==> src/rtl/ysyx_22041211_mem_arbiter_pkg.sv <==
// Shared definitions for the IFU/LSU memory-port arbiter: FSM state encoding,
// grant_o owner codes and the meaning of the last_grant bit.
package ysyx_22041211_mem_arbiter_pkg;

    typedef enum logic [2:0] {
        ST_IDLE    = 3'd0,
        ST_IFU_REQ = 3'd1,
        ST_IFU_RSP = 3'd2,
        ST_LSU_REQ = 3'd3,
        ST_LSU_RSP = 3'd4
    } arb_state_t;

    // Owner codes; bit 0 is the IFU, bit 1 the LSU, so a one-hot pick maps directly.
    localparam logic [1:0] GRANT_NONE = 2'b00;
    localparam logic [1:0] GRANT_IFU  = 2'b01;
    localparam logic [1:0] GRANT_LSU  = 2'b10;

    // Value of last_grant after each owner has been granted.
    localparam logic LAST_IFU = 1'b0;
    localparam logic LAST_LSU = 1'b1;

endpackage

==> src/rtl/ysyx_22041211_rr_pick.sv <==
// Two-way round-robin picker: a lone requester always wins; on contention the
// master that was not granted last time wins.  Output uses the grant_o codes.
module ysyx_22041211_rr_pick
    import ysyx_22041211_mem_arbiter_pkg::*;
(
    input  logic [1:0] req,
    input  logic       last,
    output logic [1:0] grant
);

    // Pure combinational choice from the pending requests and the previous winner.
    always_comb begin
        grant = GRANT_NONE;
        case (req)
            2'b01:   grant = GRANT_IFU;
            2'b10:   grant = GRANT_LSU;
            2'b11:   grant = (last == LAST_LSU) ? GRANT_IFU : GRANT_LSU;
            default: grant = GRANT_NONE;
        endcase
    end

endmodule

==> src/rtl/ysyx_22041211_mem_arbiter.sv <==
// Serialises IFU and LSU transactions onto the single memory port.  A whole
// transaction (request handshake, then response handshake) completes before the
// next grant, and every transaction is followed by one IDLE cycle.  Request and
// response paths are combinational pass-throughs selected by the FSM state; the
// only storage is the state register and the last_grant bit.
module ysyx_22041211_mem_arbiter
    import ysyx_22041211_mem_arbiter_pkg::*;
#(
    parameter int DATA_LEN = 32,
    parameter int ADDR_LEN = 32
) (
    input  logic                clk,
    input  logic                rst,

    input  logic                ifu_req_valid,
    input  logic [ADDR_LEN-1:0] ifu_req_addr,
    output logic                ifu_req_ready,
    output logic                ifu_resp_valid,
    output logic [DATA_LEN-1:0] ifu_resp_rdata,
    input  logic                ifu_resp_ready,

    input  logic                lsu_req_valid,
    input  logic [ADDR_LEN-1:0] lsu_req_addr,
    input  logic [DATA_LEN-1:0] lsu_req_wdata,
    input  logic [3:0]          lsu_req_wstrb,
    output logic                lsu_req_ready,
    output logic                lsu_resp_valid,
    output logic [DATA_LEN-1:0] lsu_resp_rdata,
    input  logic                lsu_resp_ready,

    output logic                mem_req_valid,
    output logic [ADDR_LEN-1:0] mem_req_addr,
    output logic [DATA_LEN-1:0] mem_req_wdata,
    output logic [3:0]          mem_req_wstrb,
    input  logic                mem_req_ready,
    input  logic                mem_resp_valid,
    input  logic [DATA_LEN-1:0] mem_resp_rdata,
    output logic                mem_resp_ready,

    output logic [1:0]          grant_o
);

    arb_state_t state;
    arb_state_t state_nxt;
    logic       last_grant;
    logic [1:0] pick;

    ysyx_22041211_rr_pick u_rr_pick (
        .req   ({lsu_req_valid, ifu_req_valid}),
        .last  (last_grant),
        .grant (pick)
    );

    // State register; reset abandons any transaction and returns to IDLE at once.
    always_ff @(posedge clk or negedge rst) begin
        if (!rst) begin
            state <= ST_IDLE;
        end else begin
            state <= state_nxt;
        end
    end

    // Remember who won the most recent grant; reset favours the IFU on first contention.
    always_ff @(posedge clk or negedge rst) begin
        if (!rst) begin
            last_grant <= LAST_LSU;
        end else if ((state == ST_IDLE) && (pick != GRANT_NONE)) begin
            last_grant <= (pick == GRANT_LSU) ? LAST_LSU : LAST_IFU;
        end
    end

    // Next-state logic and owner-selected routing of both handshake paths.
    always_comb begin
        state_nxt      = state;
        grant_o        = GRANT_NONE;
        ifu_req_ready  = 1'b0;
        ifu_resp_valid = 1'b0;
        ifu_resp_rdata = '0;
        lsu_req_ready  = 1'b0;
        lsu_resp_valid = 1'b0;
        lsu_resp_rdata = '0;
        mem_req_valid  = 1'b0;
        mem_req_addr   = '0;
        mem_req_wdata  = '0;
        mem_req_wstrb  = 4'b0000;
        mem_resp_ready = 1'b0;

        case (state)
            ST_IDLE: begin
                if (pick == GRANT_IFU) begin
                    state_nxt = ST_IFU_REQ;
                end else if (pick == GRANT_LSU) begin
                    state_nxt = ST_LSU_REQ;
                end
            end

            ST_IFU_REQ: begin
                grant_o       = GRANT_IFU;
                mem_req_valid = ifu_req_valid;
                mem_req_addr  = ifu_req_addr;
                ifu_req_ready = mem_req_ready;
                if (ifu_req_valid && mem_req_ready) begin
                    state_nxt = ST_IFU_RSP;
                end
            end

            ST_IFU_RSP: begin
                grant_o        = GRANT_IFU;
                ifu_resp_valid = mem_resp_valid;
                ifu_resp_rdata = mem_resp_rdata;
                mem_resp_ready = ifu_resp_ready;
                if (mem_resp_valid && ifu_resp_ready) begin
                    state_nxt = ST_IDLE;
                end
            end

            ST_LSU_REQ: begin
                grant_o       = GRANT_LSU;
                mem_req_valid = lsu_req_valid;
                mem_req_addr  = lsu_req_addr;
                mem_req_wdata = lsu_req_wdata;
                mem_req_wstrb = lsu_req_wstrb;
                lsu_req_ready = mem_req_ready;
                if (lsu_req_valid && mem_req_ready) begin
                    state_nxt = ST_LSU_RSP;
                end
            end

            ST_LSU_RSP: begin
                grant_o        = GRANT_LSU;
                lsu_resp_valid = mem_resp_valid;
                lsu_resp_rdata = mem_resp_rdata;
                mem_resp_ready = lsu_resp_ready;
                if (mem_resp_valid && lsu_resp_ready) begin
                    state_nxt = ST_IDLE;
                end
            end

            default: begin
                state_nxt = ST_IDLE;
            end
        endcase
    end

endmodule

==> config.mk <==
export PLATFORM = sky130hd
export DESIGN_NAME = ysyx_22041211_mem_arbiter
export DESIGN_NICKNAME = d
export VERILOG_FILES = /design/src/rtl/ysyx_22041211_mem_arbiter_pkg.sv /design/src/rtl/ysyx_22041211_rr_pick.sv /design/src/rtl/ysyx_22041211_mem_arbiter.sv
export SDC_FILE = /design/constraint.sdc
export NUM_CORES = 1
export LEC_CHECK = 0
export ABC_AREA = 1
export CAP_MARGIN = 10
export CORE_AREA = 2 2 107 109
export CTS_CLUSTER_DIAMETER = 200
export DETAILED_ROUTE_END_ITERATION = 7
export DIE_AREA = 0 0 109 111
export RECOVER_POWER = 50
export SLEW_MARGIN = 20
export SYNTH_ARGS = -nofsm -noshare
export SYNTH_HDL_FRONTEND = slang
export SYNTH_SLANG_ARGS = --single-unit
==> constraint.sdc <==
create_clock -name clk -period 1.5 [get_ports clk]
set_input_delay 0.375 -clock clk [delete_from_list [all_inputs] [get_ports clk]]
set_output_delay 0.375 -clock clk [all_outputs]
set_load 0.05 [all_outputs]
# Word level (Yosys, flattened, before mapping)
# Cells that the tools add are included.
# Widths: inputs -> output; s select.
# op_classes
eq_ne	14
reduce_logical	10
muxes	22
# op_table
operator	count
$mux 32	3
$pmux 32 s2	1
$mux 3	6
$pmux 3 s5	1
$ne 2x2->1 const B	4
$eq 2x2->1 const B	3
$eq 3x2->1 const B	2
$pmux 2 s3	1
$logic_and 1x1->1	5
$mux 1	5
$reduce_and 5->1	1
$eq 2x1->1 const B	2
$mux 4	1
$pmux 1 s2	2
$pmux 2 s2	1
$reduce_or 2->1	2
$eq 3x1->1 const B	1
$eq 3x3->1 const B	1
$logic_not 3->1	1
$ne 3x1->1 const B	1
$mux 2	1
$reduce_bool 2->1	1
# word_totals
regBits	4
word_cells	48

# Longest topological paths before layout
# depth
depth_word	6
mapped_depth	9
mapped_depth_nobuf	8

# Cells and area by module
# Synthesis repeated with hierarchy kept, for this count alone.
# unflattened
cells_unflattened	351
hier_area_um2	1529.0
# by_module_without_submodules
module	cells_per_inst	instances	area_per_inst_um2
ysyx_22041211_mem_arbiter	346	1	1507.7
ysyx_22041211_rr_pick	5	1	21.3

# Least setup slack after synthesis
# No wires, ideal clock.
# synth_timing
path_type	register to output
start	register state[0]
end	output mem_resp_ready
path_slack_ns	-0.741
arrival_time_ns	1.866
n_path_buf	1
path_stages_with_launch	5
cell_sequence	dfrtp_1 buf_4 inv_2 nand3_2 o21ai_0
# synth_between
elab_chain_cells	2
word_cells_on_any_way	3
classes_between	eq/ne (2); mux (1)
# synth_lines
item	line	text
start, declared	ysyx_22041211_mem_arbiter.sv:43	arb_state_t state;
start signal, assigned	ysyx_22041211_mem_arbiter.sv:59	state <= state_nxt;
$eq 3x3->1 or $eq 3x2->1 (tied branches)	ysyx_22041211_mem_arbiter.sv:88	case (state)
$pmux 1 s2 (*)	ysyx_22041211_mem_arbiter.sv:88	
end, declared	ysyx_22041211_mem_arbiter.sv:38	output logic mem_resp_ready,
# Every way passes the cells marked *; elsewhere a longest branch is shown, timed or not.

# Worst setup path after layout
# layout_timing
start	register state[2]
end	output mem_req_addr[17]
# layout_between
elab_chain_cells	2
word_cells_on_any_way	3
classes_between	eq/ne (2); mux (1)
# layout_lines
item	line	text
$eq 3x2->1 or $eq 3x1->1 (tied branches)	ysyx_22041211_mem_arbiter.sv:88	
$pmux 32 s2 (*)	ysyx_22041211_mem_arbiter.sv:88	
end, declared	ysyx_22041211_mem_arbiter.sv:32	output logic [ADDR_LEN-1:0] mem_req_addr,
# Marks and branches as above.

==> results <==
- The detailed router placed roughly 3,000 vias in this run.
- The synthesized instance count is 281.
- In this run, synthesis produced a sequential element count of 4.
- The flow ran to the end, but the final reports show violations.
- For this configuration, the core starts out at a cell density of 0.1380.
- The total power is 14.62 mW.
- The initialized floorplan defines 39 standard-cell rows.
- The count of cells along the worst register-to-register path is 10.
- The cell with the largest stage delay on the worst path is sky130_fd_sc_hd__dfrtp_2.
- The die area is 12,100 µm².
- For this run, the slowest stage of the critical path takes approximately 0.46 ns.
- The share of total power dissipated in the clock network is 0.029.
- The worst setup path is launched from a flop.
- The data required time of the critical path is 1.12 ns.
- The leakage power is 3.172 nW.
- For this run, design rule violations remaining after detail routing come to 0.
- The floorplan step defined a core boundary enclosing 11,080 µm².
- Internal power comes to 7.097 mW.
- The post-synthesis area per instance is about 5.4 µm².
- The final layout contains routed wiring with a total length of between 10,000 and 15,000 µm.
- Tracing the worst setup path back leads to its startpoint at state[2].
- The total CTS buffers is 3.
- The detail-routed via count per cell is 4.152.
- The max-slew violation count is 0.
- The final reports fail on setup timing.
- The later pin in the worst-skew pair is clocked with a latency of 0.22 ns.
- The global-route wire length before repair is 15,970 µm.
- Of the total power, the share spent switching nets is 0.5146.
- The total placed instance area is 6853 µm².
- Setup total negative slack on the finished layout was measured at -47.16 ns.
- The worst setup path is of the reg -> out kind.
- The type of element capturing the critical path is a primary output.
- Across the VDD grid, the largest voltage drop is 1378 µV.
- The violation count after the first detailed-routing iteration is 141.
- The part of the cycle the worst path needs is 1.251.
- The leading cell type in the layout, fill and taps excluded is sky130_fd_sc_hd__buf_12.
- The analysis attributes to net switching a power of 7.526 mW.
- TritonCTS built the clock tree.
- The sum of overflow across all layers after global routing is 0.
- The most numerous cell type found on the critical path is sky130_fd_sc_hd__buf_12.
- Setup repair after global routing could not meet its margin everywhere.
- The register-to-register setup slack is -0.05 ns.
- In this run the number of H-tree levels came out at 1.
- The classification of the worst-slack hold path is in -> async.
- The share of post-route cells with drive strength above 1 is 0.5867.
- The pin count of the biggest net entering global routing is 35.
- The critical path goes through buf_12 > nor2_8 > buf_12 > a32o_2 > buf_12.
- The maximum clock frequency is 0.5329 GHz.
- The worst pin sits at a relative slew slack of 0.8523.
- In this run the power density over the cells is ~2000 nW/µm².
- The number of ports placed on the die boundary is 280.
- The via count of the first global-routing pass was 3,110.
- The initial antenna violation count was 0.
- 0 antenna diodes ended up in the layout.
- The half-perimeter wire length after placement is roughly 9000 µm.
- The share of total power in sequential cells is 0.019.
- The transition time at the pin with the least slew margin is 0.2212 ns.
- The maximum fanout along the worst path is 26.
- The final non-filler cell area is 7332 µm².
- The worst path setup slack after routing is -0.3766 ns.
- Clock tree synthesis selected as its root buffer the cell sky130_fd_sc_hd__clkbuf_16.
- Dividing the detail-routed wire length by the instance count gives 14.60 µm.
- The worst clock skew is 0.001802 ns.
- The final antenna-violating net count is 0.
- The combinational power share is 0.952.
- Input and output buffers added on the ports amount to around 280.
- The pre-antenna-repair detailed-routing pass consisted of 4 iterations.
- The tightest hold path in the finished design has a slack of 0.4229 ns.
- The max-cap violation count is 0.
- The final layout net count is roughly 730.
- Subtracting the final worst setup slack from the clock period gives 1.877 ns.
- The cell area that synthesis handed to floorplanning was 1529 µm².
- The sequential cell area fraction in the yosys report is 0.06628.
- The number of endpoints failing setup at the final stage is 141.
- The number of hold violations in the final report is 0.
- The global-route usage over all layers is 0.1652.
- The number of sinks on the clock net is 4.
- The startpoint identified for the worst register-to-register timing path is state[2].
- The clock-pin slew reported for the worst setup and hold paths after clock tree synthesis is 0.03 ns.
- Routability-driven placement finished with a final weighted congestion of approximately 0.79.
- The total nets after synthesis is 421.
- The clock passes through at most 2 buffers.
- After synthesis, the netlist uses 22 different library cells.
- The synthesis-to-finish area growth is 379.5%.
- The critical path arrival is roughly 1.5 ns.
- In the layout the commonest cells are sky130_fd_sc_hd__buf_12, sky130_fd_sc_hd__clkdlybuf4s50_1, sky130_fd_sc_hd__nor2_4.
- The vertical extent of the die is 111 µm.
- The overall die width is 109 µm.
- The end of the worst register-to-register path is last_grant.
- The warning count from the yosys run is 0.
## cell usage after synthesis (all sizes together)
library cell  count  area share
inv              79        0.19
o22ai             1      0.0041
dfstp             1       0.017
nand3             6       0.023
buf              22       0.086
a32o             32        0.21
nor2            112        0.34
o31ai             1      0.0049
nand2            21       0.058
o21ai             2      0.0065
nand4             1      0.0041
dfrtp             3       0.049
## layout make-up
cell class,count,area (µm²)
multi-input cells,177,1846
repair buffers,324,4813
flip-flops and latches,4,103.9
fillers,855,3745
clock buffers,4,78.83
well taps,143,178.9
inverters,79,311.5
## metrics by stage
stage / cells / setup slack, ns / util
finish: 731 / -0.3766 / 0.6619
global placement: 717 / -0.2052 / 0.6187
floorplan: 281 / -0.1690 / -
global route: 731 / -0.4319 / 0.6619
detailed placement: 717 / -0.2279 / 0.6187
CTS: 725 / -0.3845 / 0.6459
## power by group through the flow
stage | Clock (mW) | Sequential (mW) | Combinational, mW
after floorplan | 0 | 0.207 | 7.16
after global placement | 0 | 0.259 | 12.9
after detailed placement | 0 | 0.264 | 13.0
after CTS | 0.434 | 0.279 | 13.6
after global routing | 0.451 | 0.289 | 14.4
final | 0.428 | 0.279 | 13.9
## worst max-delay path: cells and delay by family (launching register included)
kind,cells,cell delay [ns]
DFF,1,0.46
buffers and inverters,3,0.47
and+or+nand+nor,1,0.11
AOI/OAI and AO/OA,1,0.22
## metal layers
metal | track usage | wire length (µm) | vias up
li1 | - | - | 1476
met1 | 0.1759 | 3637 | 1381
met2 | 0.3056 | 5711 | 168
met3 | 0.04997 | 1144 | 10
met4 | 0.04872 | 176 | 0
met5 | 0 | 0 | -
## sequential cells by signal, indices dropped and copies added (netlist names)
signal	count
last_grant	1
state	3
## logic make-up after synthesis
kind of cell,synth area share
buffers and inverters,0.2799
AND/OR/NAND/NOR,0.4288
AO/OA/AOI/OAI,0.2250
flip-flops,0.06629
## worst max path at each step
stage | to | slack [ns]
5_1_grt | lsu_resp_rdata[10] | -0.43
4_1_cts | ifu_resp_rdata[12] | -0.38
3_3_place_gp | ifu_resp_rdata[12] | -0.21
6_report | mem_req_addr[17] | -0.38
3_5_place_dp | ifu_resp_rdata[12] | -0.23
2_1_floorplan | mem_req_wdata[22] | -0.17
## timing repair
action                     in CTS  in global routing
setup endpoints to repair     144                144
pin swaps                       9                  4
hold buffers                    0                  0
setup buffers                   3                  1
resized for setup              44                 15
gates cloned                    1                  5
No activity file was read; power rests on OpenSTA's default activity.
